==> src/rtl/abs_peak_detect_pkg.sv <==
// Shared constants and FSM encoding for the windowed magnitude peak detector.
package abs_peak_detect_pkg;

  localparam int MAG_DW      = 29;
  localparam int WIN_LEN_DEF = 1024;
  localparam int IDX_W_DEF   = 10;

  typedef enum logic [1:0] {
    IDLE   = 2'd0,
    SEARCH = 2'd1,
    HOLD   = 2'd2
  } state_t;

endpackage

==> src/rtl/abs_peak_detect_cmp.sv <==
// Registered compare-and-select of {value, index} pairs; b wins only on strict
// greater-than (or when forced), so ties keep the earlier index held in a.
module abs_peak_cmp
  import abs_peak_detect_pkg::*;
#(
  parameter int DW    = MAG_DW,
  parameter int IDX_W = IDX_W_DEF
) (
  input  logic             clk,
  input  logic             rst_n,
  input  logic             en,
  input  logic             clr,
  input  logic             force_b,
  input  logic [DW-1:0]    a_val,
  input  logic [IDX_W-1:0] a_idx,
  input  logic [DW-1:0]    b_val,
  input  logic [IDX_W-1:0] b_idx,
  output logic [DW-1:0]    q_val,
  output logic [IDX_W-1:0] q_idx
);

  logic sel_b;

  assign sel_b = force_b | (b_val > a_val);

  always_ff @(posedge clk or negedge rst_n) begin
    if (!rst_n) begin
      q_val <= '0;
      q_idx <= '0;
    end else if (clr) begin
      q_val <= '0;
      q_idx <= '0;
    end else if (en) begin
      q_val <= sel_b ? b_val : a_val;
      q_idx <= sel_b ? b_idx : a_idx;
    end
  end

endmodule

==> src/rtl/abs_peak_detect.sv <==
// Windowed peak search over a valid-qualified magnitude stream with threshold detect.
// Optional ABS_PEAK_DETECT_MEAN_EN adds a window mean output and a peak-to-mean detect gate.
module abs_peak_detect
  import abs_peak_detect_pkg::*;
#(
  parameter int DW      = MAG_DW,
  parameter int WIN_LEN = WIN_LEN_DEF,
  parameter int IDX_W   = IDX_W_DEF
) (
  input  logic             clk,
  input  logic             rst_n,
  input  logic             Start,
  input  logic             Cont,
  input  logic [DW-1:0]    Thresh,
  input  logic             Nd,
  input  logic [DW-1:0]    Din,
  output logic             Busy,
  output logic             Peak_Rdy,
  output logic [DW-1:0]    Peak_Val,
  output logic [IDX_W-1:0] Peak_Idx,
`ifdef ABS_PEAK_DETECT_MEAN_EN
  output logic [DW-1:0]    Win_Mean,
`endif
  output logic             Det
);

  state_t           state, state_nxt;
  logic [IDX_W-1:0] cnt_p0;
  logic [DW-1:0]    thresh_q;
  logic             cont_q;
  logic             accept, last, fin;
  logic [DW-1:0]    max_val_p0, res_val_p1;
  logic [IDX_W-1:0] max_idx_p0, res_idx_p1;
  logic             vld_p1, vld_p2;
  logic             det_p1;

  assign accept = (state == SEARCH) & Nd & ~Start;
  assign last   = (cnt_p0 == IDX_W'(WIN_LEN - 1));
  assign fin    = accept & last;

  always_ff @(posedge clk or negedge rst_n) begin
    if (!rst_n) state <= IDLE;
    else        state <= state_nxt;
  end

  always_comb begin
    state_nxt = state;
    if (Start)
      state_nxt = SEARCH;
    else if ((state == SEARCH) && fin && !cont_q)
      state_nxt = HOLD;
  end

  always_comb begin
    Busy = (state == SEARCH);
  end

  always_ff @(posedge clk or negedge rst_n) begin
    if (!rst_n) begin
      thresh_q <= '0;
      cont_q   <= 1'b0;
      cnt_p0   <= '0;
    end else begin
      if (Start) begin
        thresh_q <= Thresh;
        cont_q   <= Cont;
      end
      if (Start || fin) cnt_p0 <= '0;
      else if (accept)  cnt_p0 <= cnt_p0 + 1'b1;
    end
  end

  // p0: running max of the window; sample 0 always loads over the cleared state
  abs_peak_cmp #(.DW(DW), .IDX_W(IDX_W)) u_run_max (
    .clk     (clk),
    .rst_n   (rst_n),
    .en      (accept),
    .clr     (Start | fin),
    .force_b (cnt_p0 == '0),
    .a_val   (max_val_p0),
    .a_idx   (max_idx_p0),
    .b_val   (Din),
    .b_idx   (cnt_p0),
    .q_val   (max_val_p0),
    .q_idx   (max_idx_p0)
  );

  // p1: final sample merged with the running max into the result register
  abs_peak_cmp #(.DW(DW), .IDX_W(IDX_W)) u_merge (
    .clk     (clk),
    .rst_n   (rst_n),
    .en      (fin),
    .clr     (1'b0),
    .force_b (1'b0),
    .a_val   (max_val_p0),
    .a_idx   (max_idx_p0),
    .b_val   (Din),
    .b_idx   (cnt_p0),
    .q_val   (res_val_p1),
    .q_idx   (res_idx_p1)
  );

  always_ff @(posedge clk or negedge rst_n) begin
    if (!rst_n) vld_p1 <= 1'b0;
    else        vld_p1 <= fin;
  end

`ifdef ABS_PEAK_DETECT_MEAN_EN
  logic [DW+IDX_W-1:0] sum_p0, res_sum_p1;
  logic [DW-1:0]       mean_p1;

  function automatic logic [DW-1:0] win_mean(input logic [DW+IDX_W-1:0] s);
    return s[DW+IDX_W-1:IDX_W];
  endfunction

  always_ff @(posedge clk or negedge rst_n) begin
    if (!rst_n) begin
      sum_p0     <= '0;
      res_sum_p1 <= '0;
    end else begin
      if (fin) res_sum_p1 <= sum_p0 + {{IDX_W{1'b0}}, Din};
      if (Start || fin) sum_p0 <= '0;
      else if (accept)  sum_p0 <= sum_p0 + {{IDX_W{1'b0}}, Din};
    end
  end

  assign mean_p1 = win_mean(res_sum_p1);
  // Peak must reach twice the mean; both sides widened so 2*mean cannot wrap
  assign det_p1  = (res_val_p1 >= thresh_q) &&
                   ({1'b0, res_val_p1} >= {mean_p1, 1'b0});

  always_ff @(posedge clk or negedge rst_n) begin
    if (!rst_n)      Win_Mean <= '0;
    else if (vld_p1) Win_Mean <= mean_p1;
  end
`else
  assign det_p1 = (res_val_p1 >= thresh_q);
`endif

  // p2: output register, holds until the next result
  always_ff @(posedge clk or negedge rst_n) begin
    if (!rst_n) begin
      vld_p2   <= 1'b0;
      Peak_Val <= '0;
      Peak_Idx <= '0;
      Det      <= 1'b0;
    end else begin
      vld_p2 <= vld_p1;
      if (vld_p1) begin
        Peak_Val <= res_val_p1;
        Peak_Idx <= res_idx_p1;
        Det      <= det_p1;
      end
    end
  end

  assign Peak_Rdy = vld_p2;

endmodule

==> config.mk <==
export PLATFORM = sky130hd
export DESIGN_NAME = abs_peak_detect
export DESIGN_NICKNAME = d
export VERILOG_FILES = /design/src/rtl/abs_peak_detect_pkg.sv /design/src/rtl/abs_peak_detect_cmp.sv /design/src/rtl/abs_peak_detect.sv
export SDC_FILE = /design/constraint.sdc
export NUM_CORES = 1
export LEC_CHECK = 0
export ABC_AREA = 1
export CELL_PAD_IN_SITES_DETAIL_PLACEMENT = 1
export CELL_PAD_IN_SITES_GLOBAL_PLACEMENT = 1
export CORE_AREA = 2 2 149 151
export DETAILED_ROUTE_END_ITERATION = 10
export DIE_AREA = 0 0 151 153
export GPL_ROUTABILITY_DRIVEN = 1
export HOLD_SLACK_MARGIN = 0.05
export PLACE_DENSITY_LB_ADDON = 0.15
export SLEW_MARGIN = 25
export SYNTH_ARGS = -nofsm -noshare
export SYNTH_HDL_FRONTEND = slang
export SYNTH_SLANG_ARGS = --single-unit
==> constraint.sdc <==
create_clock -name clk -period 4.2 [get_ports clk]
set_input_delay 0.84 -clock clk [delete_from_list [all_inputs] [get_ports clk]]
set_output_delay 0.84 -clock clk [all_outputs]
set_load 0.05 [all_outputs]
==> results by group, run 1 <==
Setup path
  – Worst setup EP type: register
  – WP data required: 4560 ps
  – Nature of the critical path startpoint: input port
  – CP Class: input port to register
  – Critical path's slowest cell: clkdlybuf4s50_1
  – CP arrival: 3450 ps
  – CP peak stage delay: approximately 440 ps
  – Reg2reg setup slack: between 1500 and 2000 ps
  – FF-to-FF path depth: 13
  – Crit Path Max Fanout: 28
  – Critical path, cell by cell: clkdlybuf4s50_1 > ha_1 > nand2_1 > nor2_1 > nand4_1 > nor2_1 > nand4_1 > nand2_2 > nand2_2 > nand2_2 > buf_4 > nand2_1 > nand2_1

Logic synthesis
  – Asr flop ratio synth: 1.00
  – Mapped Area: about 0.0085 mm2
  – Post-synth EDFFs: 0
  – Synth Flop Type: dfrtp_1
  – Synth Instances: between 1k and 1.5k
  – Seq/Total Area, Yosys: 0.476
  – Yosys reg bits: 162
  – Avg Inst Size Synth: around 7.7 um2
  – Mapped Nets: 1226
  – Yosys cell types: 28
  – Yosys warnings: 0

Layout
  – # diodes: 0
  – Post-route insts no fill: 1482
  – Fillers: 2657
  – Area Overhead vs Synth: 22.7%
  – Share of layout cells above drive strength 1: 0.0491
  – Final nets: 1313

Floorplan
  – Die Height: 153 um
  – Initial Util: 0.397
  – Die area: roughly 0.023 mm2
  – Die W: ~150 um
  – FP Rows: 54
  – CORE AREA: 0.0215 mm2
  – I/O pin count: 105

Timing
  – Tmin final: ~3000 ps
  – RSZ-0062 raised after global routing: false
  – Setup-failing EPs final: 0
  – Final worst-path cycle share: 0.736
  – Max Transition Viols Final: 0
  – Hold Fails Final Rpt: 0
  – Fmax: 324 MHz
  – Slew HR: 0.494
  – Final setup margin: 1110 ps
  – Post-Route Setup TNS: 0 ps
  – Hold Slack: 435 ps
  – Skew final: just under 8 ps
  – Slew @ Worst Pin: 757 ps

Placed design
  – # port buffers: 104
  – Placed insts: about 1.5k
  – Final HPWL DP: 17.0 mm
  – GP Congestion: 0.859
  – Pre-CTS WS: 644 ps

Clock network
  – CTS Buffer Depth: 2
  – Clock Sinks: 162
  – Clock transition at path regs: 60 ps
  – CTS resizes: 0
  – Number of post-CTS setup repair buffers: 0
  – CTS Buf Count: 17
  – Worst skew pair latency: around 430 ps
  – CTS root buffer: clkbuf_16
  – CTS tree: yes
  – Cts hold-fix bufs: 0
  – Htree depth: 4

Route
  – Remaining antenna violation count after routing: 0
  – Post-route DRC violation count: 0
  – Vias/cell: between 4 and 5
  – Wire length per cell: around 17 um
  – Drt first pass iters: 4
  – Vias: 7343
  – DRT iter0 DRCs: 327
  – Total wire length: 24.7 mm

Run status
  – Outcome: completed

GRT
  – First-pass GRT wire length: 41.1 mm
  – Vias in the first global route: roughly 7.7k
  – Initial antenna violation count: 0
  – GRT Total Usage: 0.228
  – Largest net degree at the start of global routing: 71
  – Total gr overflow: 0

Min path
  – Hold Path Class: input port to async pin

Power and ir drop
  – Pwr/cell area: roughly 380 mW/mm2
  – Final Power: 0.00392 W
  – Leak: 5.57 nW
  – Peak supply drop: 0.000282 V

Run
  – Max-cap viol count: 0
[flip-flops by register name (all words and copies together), names as in the netlist, 2 cells and up]
| register | count |
|---|---|
| Peak_Val | 29 |
| thresh_q | 29 |
| u_merge.q_val | 29 |
| u_run_max.q_val | 29 |
| Peak_Idx | 10 |
| cnt_p0 | 10 |
| u_merge.q_idx | 10 |
| u_run_max.q_idx | 10 |
| state | 2 |
[critical path, delay by kind of cell]
kind	cells	cell delay (ps)
buffers and inverters	2	840
AND/OR/NAND/NOR	10	1440
adder cells (fa/ha/maj)	1	310
[path summary, 6_finish.rpt]
| check | from | to |
|---|---|---|
| worst min register to register | Peak_Val[14]$_DFFE_PN0P_ | Peak_Val[14]$_DFFE_PN0P_ |
| worst max-delay path | Din[28] | u_run_max.q_val[11]$_DFFE_PN0P_ |
| min in group clk | Peak_Val[14]$_DFFE_PN0P_ | Peak_Val[14]$_DFFE_PN0P_ |
| max in group asynchronous | rst_n | u_merge.q_val[25]$_DFFE_PN0P_ |
| worst min-delay path | rst_n | Peak_Val[8]$_DFFE_PN0P_ |
| worst max register to register | u_run_max.q_val[25]$_DFFE_PN0P_ | u_run_max.q_val[11]$_DFFE_PN0P_ |
[per-stage QoR]
step	area [um2]	utilization
floorplan	8520	-
global placement	9800	0.456
detailed placement	9800	0.456
CTS	10500	0.487
global route	10500	0.487
finish	10500	0.487
[metal layers]
metal / vias up / GRT usage / part of all wire
li1: 3651 / - / -
met1: 3551 / 0.321 / 0.48
met2: 121 / 0.368 / 0.46
met3: 20 / 0.0299 / 0.040
met4: 0 / 0.0628 / 0.015
met5: - / 0 / 0
[cell usage in the layout (no fill, tap or decap), types with 3 or more instances in the layout]
cell	count
nand3_1	110
clkinvlp_4	3
o21ai_0	47
a21oi_1	31
xor2_1	4
inv_2	3
clkbuf_16	17
dfrtp_1	162
inv_1	125
nor4_1	3
a21o_1	3
clkdlybuf4s50_1	102
nor2_1	66
ha_1	60
nand2_1	404
nand4_1	16
buf_4	14
nand2_2	5
bufinv_16	5
nor3_1	4
[kinds of logic (layout without fill, tap and decap cells)]
logic type | count (synthesis) | after routing | share of synthesized area
compound gates | 86 | 86 | 0.0527
buf+inv | 179 | 278 | 0.0837
flops | 162 | 162 | 0.476
simple gates | 612 | 612 | 0.296
fa+ha+maj | 60 | 60 | 0.0881
xor+xnor | 4 | 4 | 0.00411
[report_power, final]
part | internal, W | leakage [nW] | switching (W) | total [W]
Clock | 0.00109 | 0.311 | 0.000659 | 0.00175
Sequential | 0.00162 | 2.17 | 0.0000271 | 0.00165
Combinational | 0.000190 | 3.09 | 0.000340 | 0.000530
[final cells by class]
class	count	area, um2	area share
repair buffers	119	1160	0.111
well taps	280	350	0.0335
flip-flops and latches	162	4050	0.387
clock inverters	11	201	0.0193
multi-input cells	762	3760	0.359
inverters	128	480	0.0459
clock buffers	20	457	0.0436
[Yosys cell counts, types with 4 or more instances]
cell,number,area share
buf_1,7,0.0031
buf_2,12,0.0070
inv_1,125,0.055
a21oi_1,31,0.018
nand4_1,16,0.012
nor2_1,66,0.029
nand3_1,110,0.065
clkbuf_1,28,0.012
nand2_2,5,0.0037
o21ai_0,47,0.028
nand2_1,404,0.18
dfrtp_1,162,0.48
ha_1,60,0.088
nor3_1,4,0.0023
xor2_1,4,0.0041
(Power assumes the default switching activity.)
==> inputs of run 2 (changes only) <==
==> constraint.sdc (replaced) <==
create_clock -name clk -period 3.2 [get_ports clk]
set_input_delay 0.64 -clock clk [delete_from_list [all_inputs] [get_ports clk]]
set_output_delay 0.64 -clock clk [all_outputs]
set_load 0.05 [all_outputs]
==> results by group, run 2 (synthesis gave the netlist of run 1 again) <==
Run status
  – Outcome: completed

Timing
  – Hold Slack: between 100 and 150 ps
  – Post-Route Setup TNS: 0 ps
  – Max Transition Viols Final: 0
  – Tmin final: roughly 2700 ps
  – Final worst-path cycle share: 0.834
  – Fmax: 375 MHz
  – Final setup margin: between 500 and 600 ps
  – Slew HR: 0.419
  – Slew @ Worst Pin: 870 ps
  – RSZ-0062 raised after global routing: false
  – Skew final: 9.65 ps
  – Setup-failing EPs final: 0
  – Hold Fails Final Rpt: 0

Clock network
  – CTS root buffer: clkbuf_16
  – Clock transition at path regs: 70 ps
  – Clock Sinks: 162
  – CTS tree: yes
  – Number of post-CTS setup repair buffers: 0
  – CTS Buf Count: 17
  – Worst skew pair latency: between 400 and 500 ps
  – Htree depth: 4
  – Cts hold-fix bufs: 0
  – CTS Buffer Depth: 2
  – CTS resizes: 0

Layout
  – Post-layout utilization of the core: 0.488
  – Share of layout cells above drive strength 1: 0.0562
  – Most common cell after layout, fill and taps aside: nand2_1
  – # diodes: 0
  – Area Overhead vs Synth: 22.9%
  – Final nets: 1320
  – Most frequent cells in the layout: nand2_1 (404), dfrtp_1 (162), inv_1 (125)

Power and ir drop
  – Leak: 5.60 nW
  – Switching Fraction: 0.285
  – NetSw: approximately 0.0014 W
  – Final Power: between 0.005 and 0.006 W
  – Combinational power share: 0.142
  – Clock power frac: 0.427
  – Peak supply drop: a little under 0.0004 V
  – Cell Int Power: approximately 0.0036 W
  – Pwr/cell area: approximately 480 mW/mm2
  – Seq pwr share: 0.431

Setup path
  – Reg2reg setup slack: 840 ps
  – WP data required: 2560 ps
  – CP arrival: around 2000 ps
  – Worst setup EP type: output pin
  – CP Class: register to output pin
  – Nature of the critical path startpoint: register
  – Crit Path Max Fanout: 2

Placed design
  – Final HPWL DP: 17.6 mm
  – # port buffers: 104
  – Pre-CTS WS: 86.9 ps
  – GP Congestion: just under 0.9

Floorplan
  – Die Height: 153 um
  – I/O pin count: 105
  – FP Rows: 54
  – Die W: 151 um
  – CORE AREA: 0.0215 mm2
  – Die area: 0.0231 mm2
  – Initial Util: 0.397

GRT
  – Largest net degree at the start of global routing: 66
  – GRT Total Usage: 0.224
  – First-pass GRT wire length: 40.5 mm
  – Total gr overflow: 0
  – Initial antenna violation count: 0
  – Vias in the first global route: 7815

Route
  – Vias: 7425
  – Drt first pass iters: 4
  – Post-route DRC violation count: 0
  – Wire length per cell: 16.6 um
  – Remaining antenna violation count after routing: 0
  – DRT iter0 DRCs: 287
  – Total wire length: 24.7 mm
  – Vias/cell: 4.98

Run
  – Max-cap viol count: 0

Min path
  – Hold Path Class: input port to async pin
[run 2: critical path: stages (launching register included)]
cell	delay (ps)
dfrtp_1	380
nor2_1	330
clkdlybuf4s50_1	880
[run 2: layer usage]
metal	vias to the layer above	part of all wire	global-route usage
met5	-	0	0
met4	0	0.021	0.0725
met3	38	0.034	0.0337
met2	112	0.46	0.356
met1	3615	0.48	0.314
li1	3660	-	-
[run 2: area by class of cell]
type | instances | area, um2
Tap cell | 280 | 350
Fill cell | 2642 | 11000
Sequential cell | 162 | 4050
Clock inverter | 14 | 171
Multi-Input combinational cell | 762 | 3760
Inverter | 128 | 480
Timing Repair Buffer | 126 | 1230
Clock buffer | 18 | 439
[run 2: power by group through the flow]
stage,Clock [W],Sequential (W),Combinational (W)
floorplan,0,0.00219,0.000429
global placement,0,0.00219,0.000697
detailed placement,0,0.00220,0.000717
CTS,0.00218,0.00216,0.000727
global route,0.00226,0.00217,0.000820
finish,0.00214,0.00216,0.000714
[run 2: through the flow]
stage          cell area [um2]  std cells
2_1_floorplan             8520       1103
5_1_grt                  10500       1490
3_5_place_dp              9870       1458
4_1_cts                  10500       1490
6_report                 10500       1490
3_3_place_gp              9870       1458
[run 2: final timing paths]
check,startpoint,endpoint,depth (start not counted)
min,rst_n,Peak_Val[8]$_DFFE_PN0P_,1
max reg2reg,u_run_max.q_val[28]$_DFFE_PN0P_,u_merge.q_val[13]$_DFFE_PN0P_,12
min reg2reg,u_run_max.q_val[17]$_DFFE_PN0P_,u_run_max.q_val[17]$_DFFE_PN0P_,2
max in group asynchronous,rst_n,u_run_max.q_val[17]$_DFFE_PN0P_,2
min in group clk,u_run_max.q_val[17]$_DFFE_PN0P_,u_run_max.q_val[17]$_DFFE_PN0P_,2
max,state[1]$_DFFE_PN0P_,Busy,2
